`src/rtl/diff_of_n.sv`:
```
// Sequential subtractor: loads a starting value, then removes N operands (each with
// borrow-in) one per valid/ready handshake, reporting remainder, sticky underflow and done.
module diff_of_n #(
  parameter int N  = 8,
  parameter int DW = 4,
  parameter int AW = 7
) (
  input  logic          clk_i,
  input  logic          rst_i,
  input  logic          start_i,
  input  logic [AW-1:0] init_i,
  input  logic [DW-1:0] din_i,
  input  logic          bin_i,
  input  logic          din_valid_i,
  output logic          din_ready_o,
  output logic [AW-1:0] result_o,
  output logic          borrow_o,
  output logic          busy_o,
  output logic          done_o,
  output logic [3:0]    count_o
);

  typedef enum logic [1:0] {S_IDLE, S_RUN, S_DONE} state_t;

  localparam logic [3:0] LAST = 4'(N - 1);

  state_t        state_q, state_d;
  logic [AW-1:0] result_q, result_d;
  logic          borrow_q, borrow_d;
  logic [3:0]    count_q, count_d;
  logic [AW:0]   diff;

  // One extra bit on the left catches the step borrow.
  assign diff = {1'b0, result_q}
              - {{(AW + 1 - DW){1'b0}}, din_i}
              - {{AW{1'b0}}, bin_i};

  always_ff @(posedge clk_i or posedge rst_i) begin
    if (rst_i) begin
      state_q  <= S_IDLE;
      result_q <= '0;
      borrow_q <= 1'b0;
      count_q  <= '0;
    end else begin
      state_q  <= state_d;
      result_q <= result_d;
      borrow_q <= borrow_d;
      count_q  <= count_d;
    end
  end

  always_comb begin
    state_d  = state_q;
    result_d = result_q;
    borrow_d = borrow_q;
    count_d  = count_q;
    unique case (state_q)
      S_IDLE: begin
        if (start_i) begin
          result_d = init_i;
          borrow_d = 1'b0;
          count_d  = '0;
          state_d  = S_RUN;
        end
      end
      S_RUN: begin
        if (din_valid_i) begin
          result_d = diff[AW-1:0];
          borrow_d = borrow_q | diff[AW];
          count_d  = count_q + 4'd1;
          if (count_q == LAST) state_d = S_DONE;
        end
      end
      S_DONE:  state_d = S_IDLE;
      default: state_d = S_IDLE;
    endcase
  end

  assign din_ready_o = (state_q == S_RUN);
  assign busy_o      = (state_q == S_RUN) || (state_q == S_DONE);
  assign done_o      = (state_q == S_DONE);
  assign result_o    = result_q;
  assign borrow_o    = borrow_q;
  assign count_o     = count_q;

endmodule

```
`config.mk`:
```
export PLATFORM = sky130hd
export DESIGN_NAME = diff_of_n
export DESIGN_NICKNAME = d
export VERILOG_FILES = /design/src/rtl/diff_of_n.sv
export SDC_FILE = /design/constraint.sdc
export NUM_CORES = 1
export LEC_CHECK = 0
export ABC_AREA = 1
export CAP_MARGIN = 20
export CORE_ASPECT_RATIO = 0.9
export CORE_MARGIN = 10
export CORE_UTILIZATION = 46
export DETAILED_ROUTE_END_ITERATION = 8
export GPL_ROUTABILITY_DRIVEN = 1
export MAX_ROUTING_LAYER = met4
export PLACE_DENSITY_LB_ADDON = 0.3
export SETUP_SLACK_MARGIN = 0.2
export SYNTH_ARGS = -nofsm -noshare
export SYNTH_HDL_FRONTEND = slang
export SYNTH_SLANG_ARGS = --single-unit
```
`constraint.sdc`:
```
create_clock -name clk_i -period 2.2 [get_ports clk_i]
set_input_delay 0.33 -clock clk_i [delete_from_list [all_inputs] [get_ports clk_i]]
set_output_delay 0.33 -clock clk_i [all_outputs]
set_load 0.01 [all_outputs]
```
## Word-level counts from Yosys, hierarchy flattened

Index checks and enable logic that the tools add are counted.

| word-level totals | value |
|---|---|
| bits in registers | 14 |
| logic and storage cells | 32 |

| cells by class | value |
|---|---|
| add/sub/neg operators | 3 |
| eq/ne operators | 6 |
| muxes and demuxes | 13 |
| bitwise operators | 1 |
| reduce and logical (&&, ||, !) cells | 5 |

Operators by type and width:

| cell | count |
|---|---|
| $mux W7 | 2 |
| $pmux W7 S2 | 1 |
| $mux W4 | 2 |
| $pmux W4 S2 | 1 |
| $sub A7 B4 Y8 | 1 |
| $sub A8 B1 Y8 | 1 |
| $mux W2 | 3 |
| $reduce_and A3 Y1 | 2 |
| $add A4 B1 Y4 const B | 1 |
| $eq A4 B3 Y1 const B | 1 |
| $ne A2 B2 Y1 const B | 2 |
| $pmux W2 S2 | 1 |
| $eq A2 B1 Y1 const B | 1 |
| $eq A2 B2 Y1 const B | 1 |
| $logic_not A2 Y1 | 1 |
| $mux W1 | 2 |
| $ne A2 B1 Y1 const B | 1 |
| $pmux W1 S2 | 1 |
| $reduce_bool A2 Y1 | 1 |
| $logic_or A1 B1 Y1 | 1 |
| $or A1 B1 Y1 | 1 |

## Depth between registers and ports, before layout

Gate-level depths: netlist of run 1.

| logic depth | value |
|---|---|
| depth after elaboration | 5 |
| depth in mapped cells | 12 |

## Worst setup path after synthesis of run 1

No wires, ideal clock.

| path | value |
|---|---|
| path type | flip-flop to flip-flop |
| from | reg result_q[0] (netlist: result_o[0]) |
| to | reg result_q[6] (netlist: result_o[6]) |
| setup time | 0.065 ns |
| data arrival time | 1.726 ns |
| required time | 2.135 ns |
| setup slack | 0.409 ns |
| stages on the path, launching flop included | 12 |
| path buffers | 0 |
| clock period less this slack | 1.791 ns |
| cells stage by stage | dfrtp_1 fa_1 fa_1 inv_1 nand2_1 nand2_1 nand2_1 nand2_1 nand3_1 nand3_1 nand2_1 nand2_1 |

| on the way | value |
|---|---|
| longest elaborated chain between the ends | 4 |

RTL lines:

| item | RTL line | RTL |
|---|---|---|
| start, declared | 28 | `logic [AW-1:0] result_q, result_d;` |
| start signal, assigned | 46 | `result_q <= result_d;` |
| $sub A7 B4 Y8 | 35 | `- {{(AW + 1 - DW){1'b0}}, din_i}` |
| $sub A8 B1 Y8 | 36 | `- {{AW{1'b0}}, bin_i};` |
| $mux W7 | 67 | `if (din_valid_i) begin` |
| $pmux W7 S2 | 57 | `unique case (state_q)` |

No other way between the ends. The select of a mux whose other input is x is not followed.
A chain may end at the register's enable or synchronous reset.

## Final worst setup path of run 1

| path | value |
|---|---|
| from | reg state_q[1] |
| to | out din_ready_o |

| on the way | value |
|---|---|
| longest elaborated chain between the ends | 1 |

RTL lines:

| item | RTL line | RTL |
|---|---|---|
| start, declared | 27 | `state_t state_q, state_d;` |
| start signal, assigned | 45 | `state_q <= state_d;` |
| $eq A2 B1 Y1 | 79 | `assign din_ready_o = (state_q == S_RUN);` |
| end, declared | 15 | `output logic din_ready_o,` |

No other way between the ends.

==> results of run 1 <==
==> layout by cell type (no fill, tap or decap), types with 3 or more instances in the layout <==
cell / count
clkbuf_4: 3
nand3_1: 18
inv_2: 4
clkdlybuf4s50_1: 27
nand2_1: 31
inv_1: 22
dfrtp_1: 14
buf_4: 5
ha_1: 9
nand2_2: 5
a21oi_1: 8
nor2_1: 8
==> state kept, by name, summed over array words and instances (netlist names) <==
name      count
result_o      7
state_q       2
borrow_o      1
count_o       4
==> kinds of logic (layout without fill, tap and decap cells) <==
family	after synthesis	in the layout	share of synthesized area [%]
buf+inv	28	65	11.43
flops	14	14	33.33
simple gates	65	65	26.91
fa+ha+maj	12	12	15.71
xor+xnor	1	1	0.8335
compound gates	17	17	10.83
mux	1	1	0.9524
==> power by group through the flow <==
| stage | clock, mW | sequential (mW) | combinational [mW] |
|---|---|---|---|
| 3_5_place_dp | 0 | 0.478 | 1.39 |
| 5_1_grt | 0.208 | 0.489 | 1.69 |
| 6_report | 0.187 | 0.475 | 1.52 |
| 3_3_place_gp | 0 | 0.469 | 1.33 |
| 4_1_cts | 0.192 | 0.478 | 1.47 |
| 2_1_floorplan | 0 | 0.500 | 0.916 |
==> worst register-to-register path: stages (launching register included) <==
cell and delay [ps]:
dfrtp_1 420, fa_2 380, fa_2 370, buf_4 150
nand3b_1 80, nand3_1 80, nand2_1 60, nand3_1 70
nand2_1 70, nand2_1 50
==> worst min-delay path by stage <==
| stage | end | cells past startpoint |
|---|---|---|
| after global placement | borrow_o | 2 |
| final | result_o[0] | 2 |
| after detailed placement | borrow_o | 2 |
| after CTS | result_o[0] | 2 |
| after floorplan | borrow_o | 1 |
| after global routing | state_q[1] | 2 |
==> layer usage <==
| layer | track usage (%) | up-vias | share of wire (%) |
|---|---|---|---|
| li1 | - | 513 | - |
| met1 | 14.43 | 478 | 43 |
| met2 | 20.07 | 33 | 50 |
| met3 | 2.703 | 6 | 5.0 |
| met4 | 4.187 | 0 | 2.2 |
| met5 | - | - | 0 |
==> cell usage after synthesis, types with 2 or more instances <==
library cell / instances / area (um^2)
nand2_1: 35 / 131.4
inv_1: 25 / 93.84
nand3_1: 18 / 90.09
dfrtp_1: 14 / 350.3
ha_1: 10 / 125.1
a21oi_1: 8 / 40.04
nor2_1: 8 / 30.03
buf_6: 2 / 22.52
fa_1: 2 / 40.04
o21a_1: 2 / 15.01
o21ai_1: 2 / 10.01
==> final cells by class <==
class                   instances  area share, %
repair buffers                 35          23.27
clock buffers                   4          2.472
inverters                      26          6.650
multi-input cells              96          41.43
well taps                      27          2.302
flip-flops and latches         14          23.87
==> timing repair <==
action / CTS / global route
buffers inserted: 2 / 2
cloned: 0 / 0
setup endpoints to repair: 4 / 4
pin swaps: 5 / 5
gates resized for setup: 8 / 6
==> per-stage QoR <==
| stage | power [mW] | setup slack (ps) | cell area (um^2) | hold slack, ps | TNS (ps) |
|---|---|---|---|---|---|
| after global routing | 2.390 | 210.5 | 1468 | 440.2 | 0 |
| after floorplan | 1.416 | 408.8 | 1051 | 219.2 | 0 |
| after global placement | 1.803 | -122.7 | 1370 | 491.4 | -257.1 |
| final | 2.180 | 282.2 | 1468 | 395.5 | 0 |
| after detailed placement | 1.871 | -241.0 | 1370 | 495.0 | -555.2 |
| after CTS | 2.137 | 196.1 | 1440 | 434.0 | 0 |
==> impl_metrics.py, run 1 <==
metrics = {
    "place": {
        "dp_hpwl_um": 2200,
        "dpl.cell_count": 194,
        "place.port_buffers": 30,
        "gp_congestion": 0.9575,
    },
    "grt": {
        "antenna_found_initial": 0,
        "groute.usage.overall_pct": 12.21,
        "grt_pass1_vias": 1030,
        "grt_first_pass_wirelength_um": 4712,
        "grt-ovfl-total": 0,
        "grt_max_degree": 15,
    },
    "detailed_routing": {
        "initialDrtViolationCount": 36,
        "drc": 0,
        "detailedRoute.firstPassIterationCount": 4,
        "vias_per_cell": 5.099,
        "antenna_violating_nets_post_route": 0,
        "wire_per_inst_um": 14.02,
        "routed_wl_um": 2832,
        "via_count": 1030,
    },
    "layout": {
        "synthToLayoutAreaGrowth_pct": 39.64,
        "area_taken_by_flip_flops_and_latches_um2": 350.3,
        "area_of_combinational_cells_with_multiple_inputs_um2": 608.1,
        "post_route_cells_drive_above_1_share_pct": 14.29,
        "net_count_reported_at_finish": 204,
        "antenna_cells_inserted": 0,
        "final_core_util_pct": 67.26,
        "layoutNonFillerInstCount": 202,
        "layout.filler_cells": 185,
    },
    "timing": {
        "hold_viol_final": 0,
        "setup_viol": 0,
        "worst-slew-pin-transition_ps": 555.3,
        "grt_setup_unrepaired": "no",
        "skew_ps": 4.469,
        "layout_worst_path_cycle_share_pct": 87.17,
        "max_clock_freq_mhz": 521.4,
        "finalWorstPathRequiredPeriod_ps": 1918,
        "maxSlewViolCount": 0,
        "slew_headroom_pct": 62.94,
    },
    "floorplan": {
        "initial_utilization_pct": 48.17,
        "die_width_um": 70.39,
        "die-height_um": 65.35,
        "design.die.area_mm2": 0.004599,
        "floorplan.io_pins": 31,
        "area_of_the_core_mm2": 0.002182,
        "core.rowCount": 16,
    },
    "clocking": {
        "tritoncts": "done",
        "post_cts_hold_buffer_count": 0,
        "cts_inserted_buffers": 3,
        "clk_root_buffer_cell": "clkbuf_4",
        "cts_htree_levels": 1,
        "worstSkewPairLatency_ps": 270,
        "max-clock-path-buffers": 2,
        "tritoncts_sink_count": 14,
        "cts.reportedPaths.clkPinSlew_ps": 90,
    },
    "critical_path": {
        "crit_chain": "inv_1 > ha_4 > clkdlybuf4s50_1",
        "critical_path_buf_inv_count": 2,
        "worstSetupPathType": "register to primary output",
        "setup.worst_path.start": "state_q[1]",
        "timing.critical_path.depth": 3,
        "worst_ep_required_time_ps": 1870,
        "slowest_delay_ps": 560,
        "slowest_stage": "clkdlybuf4s50_1",
        "r2r_cells": 9,
        "crit_path_to": "din_ready_o",
        "cp-start-kind": "register",
        "worstReg2RegEnd": "result_o[6]",
        "r2r-start": "result_o[0]",
        "critical_path_arrival_ps": 1590,
        "endpoint_kind": "primary output",
        "top_cell_family_by_delay_on_the_critical_path": "buffers and inverters",
        "timing.critical_path.fanout_max": 9,
        "ff2ff_setup_slack_ps": 360,
    },
    "power_and_ir_drop": {
        "worst_ir_drop_vdd_mv": 1.020,
        "total_leakage_power_nw": 0.7407,
        "combinationalPowerShare_pct": 69.6,
        "sw_frac_of_total_pct": 47.20,
        "power.density_mw_per_mm2": 1485,
        "pwr-share-seq_pct": 21.8,
        "internal_power_mw": 1.151,
        "power.net_switching_mw": 1.029,
        "pwr-share-clk_pct": 8.6,
    },
    "synthesis": {
        "synth_seq_cells": 14,
        "synthesis.yosys.warnings": 0,
        "synth-main-ff-cell": "dfrtp_1",
        "synth_cell_types": 23,
        "count_of_flip_flops_with_a_built_in_enable_after_synthesis": 0,
        "synthesis.area_mm2": 0.001051,
        "netlist_instances": 138,
        "asyncSetResetFlopFracSynth_pct": 100.0,
        "synth.avg_cell_area_um2": 7.616,
        "seq_area_frac_synth_pct": 33.33,
        "mappedNetlistNets": 166,
    },
    "hold_path": {
        "worst_min_delay_path_category": "input pin to async pin",
    },
    "outcome": {
        "status": "completed",
    },
    "flow_run": {
        "maxCapViolations": 0,
    },
}
No activity file was read; power rests on OpenSTA's default activity.
==> inputs of run 2 (changes only) <==
--- a/config.mk
+++ b/config.mk
@@ -7,7 +7,6 @@
 export LEC_CHECK = 0
 export ABC_AREA = 1
 export CAP_MARGIN = 20
-export CORE_ASPECT_RATIO = 0.9
 export CORE_MARGIN = 10
 export CORE_UTILIZATION = 46
 export DETAILED_ROUTE_END_ITERATION = 8
==> run 2 against run 1 <==
Net effect: total power down 2.1%; count of clock-buffer cells in the layout unchanged; highest routed layer unchanged; register-to-register slack improved by 20 ps; first-iteration DRC count increased by 22%; non-clock buffer count is 2 lower; sequential power about the same; via count decreased by 1.7%.
==> impl_metrics.py, run 2 (synthesis gave the netlist of run 1 again) <==
metrics = {
    "outcome": {
        "status": "completed",
    },
    "clocking": {
        "worstSkewPairLatency_ps": 290,
        "cts_htree_levels": 1,
        "tritoncts": "done",
        "cts_inserted_buffers": 3,
        "max-clock-path-buffers": 2,
        "clk_root_buffer_cell": "clkbuf_4",
        "tritoncts_sink_count": 14,
        "cts.reportedPaths.clkPinSlew_ps": 90,
    },
    "layout": {
        "final_core_util_pct": 65.96,
        "layout.filler_cells": 189,
        "largest_register_ff_count": 7,
        "net_count_reported_at_finish": 202,
        "synthToLayoutAreaGrowth_pct": 37.50,
        "layout_commonest_cell": "nand2_1",
        "area_taken_by_flip_flops_and_latches_um2": 350.3,
        "highest_count_cells_in_the_layout_ignoring_fill_and_taps": "nand2_1, clkdlybuf4s50_1, inv_1",
        "antenna_cells_inserted": 0,
        "post_route_cells_drive_above_1_share_pct": 10.98,
        "area_of_combinational_cells_with_multiple_inputs_um2": 600.6,
    },
    "timing": {
        "slew_headroom_pct": 61.48,
        "finalSetupTns_ps": 0,
        "grt_setup_unrepaired": "yes",
        "worst-slew-pin-transition_ps": 577.2,
        "maxSlewViolCount": 0,
        "max_clock_freq_mhz": 510.0,
        "skew_ps": 4.790,
        "setup_viol": 0,
        "holdWs_ps": 387.8,
        "layout_worst_path_cycle_share_pct": 89.13,
        "hold_viol_final": 0,
        "layout_setup_ws_ps": 239.2,
        "finalWorstPathRequiredPeriod_ps": 1961,
    },
    "detailed_routing": {
        "antenna_violating_nets_post_route": 0,
        "drc": 0,
        "initialDrtViolationCount": 44,
        "wire_per_inst_um": 13.97,
        "vias_per_cell": 5.035,
        "via_count": 1012,
        "routed_wl_um": 2807,
        "detailedRoute.firstPassIterationCount": 4,
    },
    "critical_path": {
        "cp-start-kind": "register",
        "crit_chain": "inv_1 > ha_1 > clkdlybuf4s50_1",
        "slowest_stage": "clkdlybuf4s50_1",
        "top_cell_family_by_delay_on_the_critical_path": "buffers and inverters",
        "critical_path_buf_inv_count": 2,
        "worst_ep_required_time_ps": 1870,
        "endpoint_kind": "primary output",
        "worstSetupPathType": "register to primary output",
        "setup.worst_path.start": "state_q[0]",
        "r2r-start": "result_o[0]",
        "timing.critical_path.fanout_max": 4,
        "critical_path_arrival_ps": 1630,
        "slowest_delay_ps": 530,
    },
    "power_and_ir_drop": {
        "power.density_mw_per_mm2": 1476,
        "worst_ir_drop_vdd_mv": 0.8556,
        "total_leakage_power_nw": 0.7220,
        "design_power_total_mw": 2.133,
    },
    "place": {
        "dp_hpwl_um": 2251,
        "place.port_buffers": 30,
        "gp_congestion": 0.9352,
        "detailedPlace.worstSlack_ps": -179.9,
    },
    "floorplan": {
        "area_of_the_core_mm2": 0.002191,
        "die-height_um": 67.80,
        "die_width_um": 67.80,
        "floorplan.io_pins": 31,
        "design.die.area_mm2": 0.004597,
        "initial_utilization_pct": 47.97,
        "core.rowCount": 17,
    },
    "flow_run": {
        "maxCapViolations": 0,
    },
    "grt": {
        "grt_first_pass_wirelength_um": 4926,
        "antenna_found_initial": 0,
        "grt-ovfl-total": 0,
        "groute.usage.overall_pct": 14.30,
        "grt_pass1_vias": 1095,
        "grt_max_degree": 15,
    },
    "hold_path": {
        "worst_min_delay_path_category": "input pin to async pin",
    },
}
run 2: cell count changes in the layout (fill, tap and decap cells not counted), sizes merged:
| cell | delta |
|---|---|
| dlymetal6s2s | -1 |
| dlygate4sd2 | -1 |
| buf | -2 |
| clkdlybuf4s50 | +2 |
run 2: area by class of cell:
cell class | count | share of cell area, %
flip-flops and latches | 14 | 24.24
repair buffers | 33 | 22.51
clock buffers | 4 | 2.511
multi-input cells | 96 | 41.56
inverters | 26 | 6.753
well taps | 28 | 2.424
run 2: layer usage:
layer | part of all wire [%] | GRT usage, %
met5 | 0 | -
met4 | 2.0 | 7.035
met3 | 5.5 | 3.967
met2 | 51 | 24.41
met1 | 42 | 14.80
run 2: per-stage QoR:
step | std cells | cell area [um^2]
after floorplan | 138 | 1051
after global placement | 196 | 1379
after detailed placement | 196 | 1379
after CTS | 200 | 1420
after global routing | 201 | 1445
final | 201 | 1445
run 2: final timing paths:
check | to | slack [ps] | cells after the start
setup / recovery | busy_o | 240 | 3
hold / removal | state_q[0] | 390 | 2
setup reg to reg | result_o[6] | 380 | 11
hold reg to reg | borrow_o | 520 | 2
max in group asynchronous | result_o[3] | 1430 | 2
min in group clk_i | borrow_o | 520 | 2
run 2: where the power goes:
part / switching, mW / internal (mW) / total [mW]
clock: 0.0945 / 0.101 / 0.195
combinational: 0.805 / 0.656 / 1.46
sequential: 0.107 / 0.370 / 0.477
total: 1.01 / 1.13 / 2.13
run 2: repair_timing:
action	in CTS	in global routing
setup endpoints to repair	2	6
setup buffers	0	1
gates resized for setup	2	6
pin swaps	0	5
endpoints found under the hold margin	0	0
hold buffers	0	0
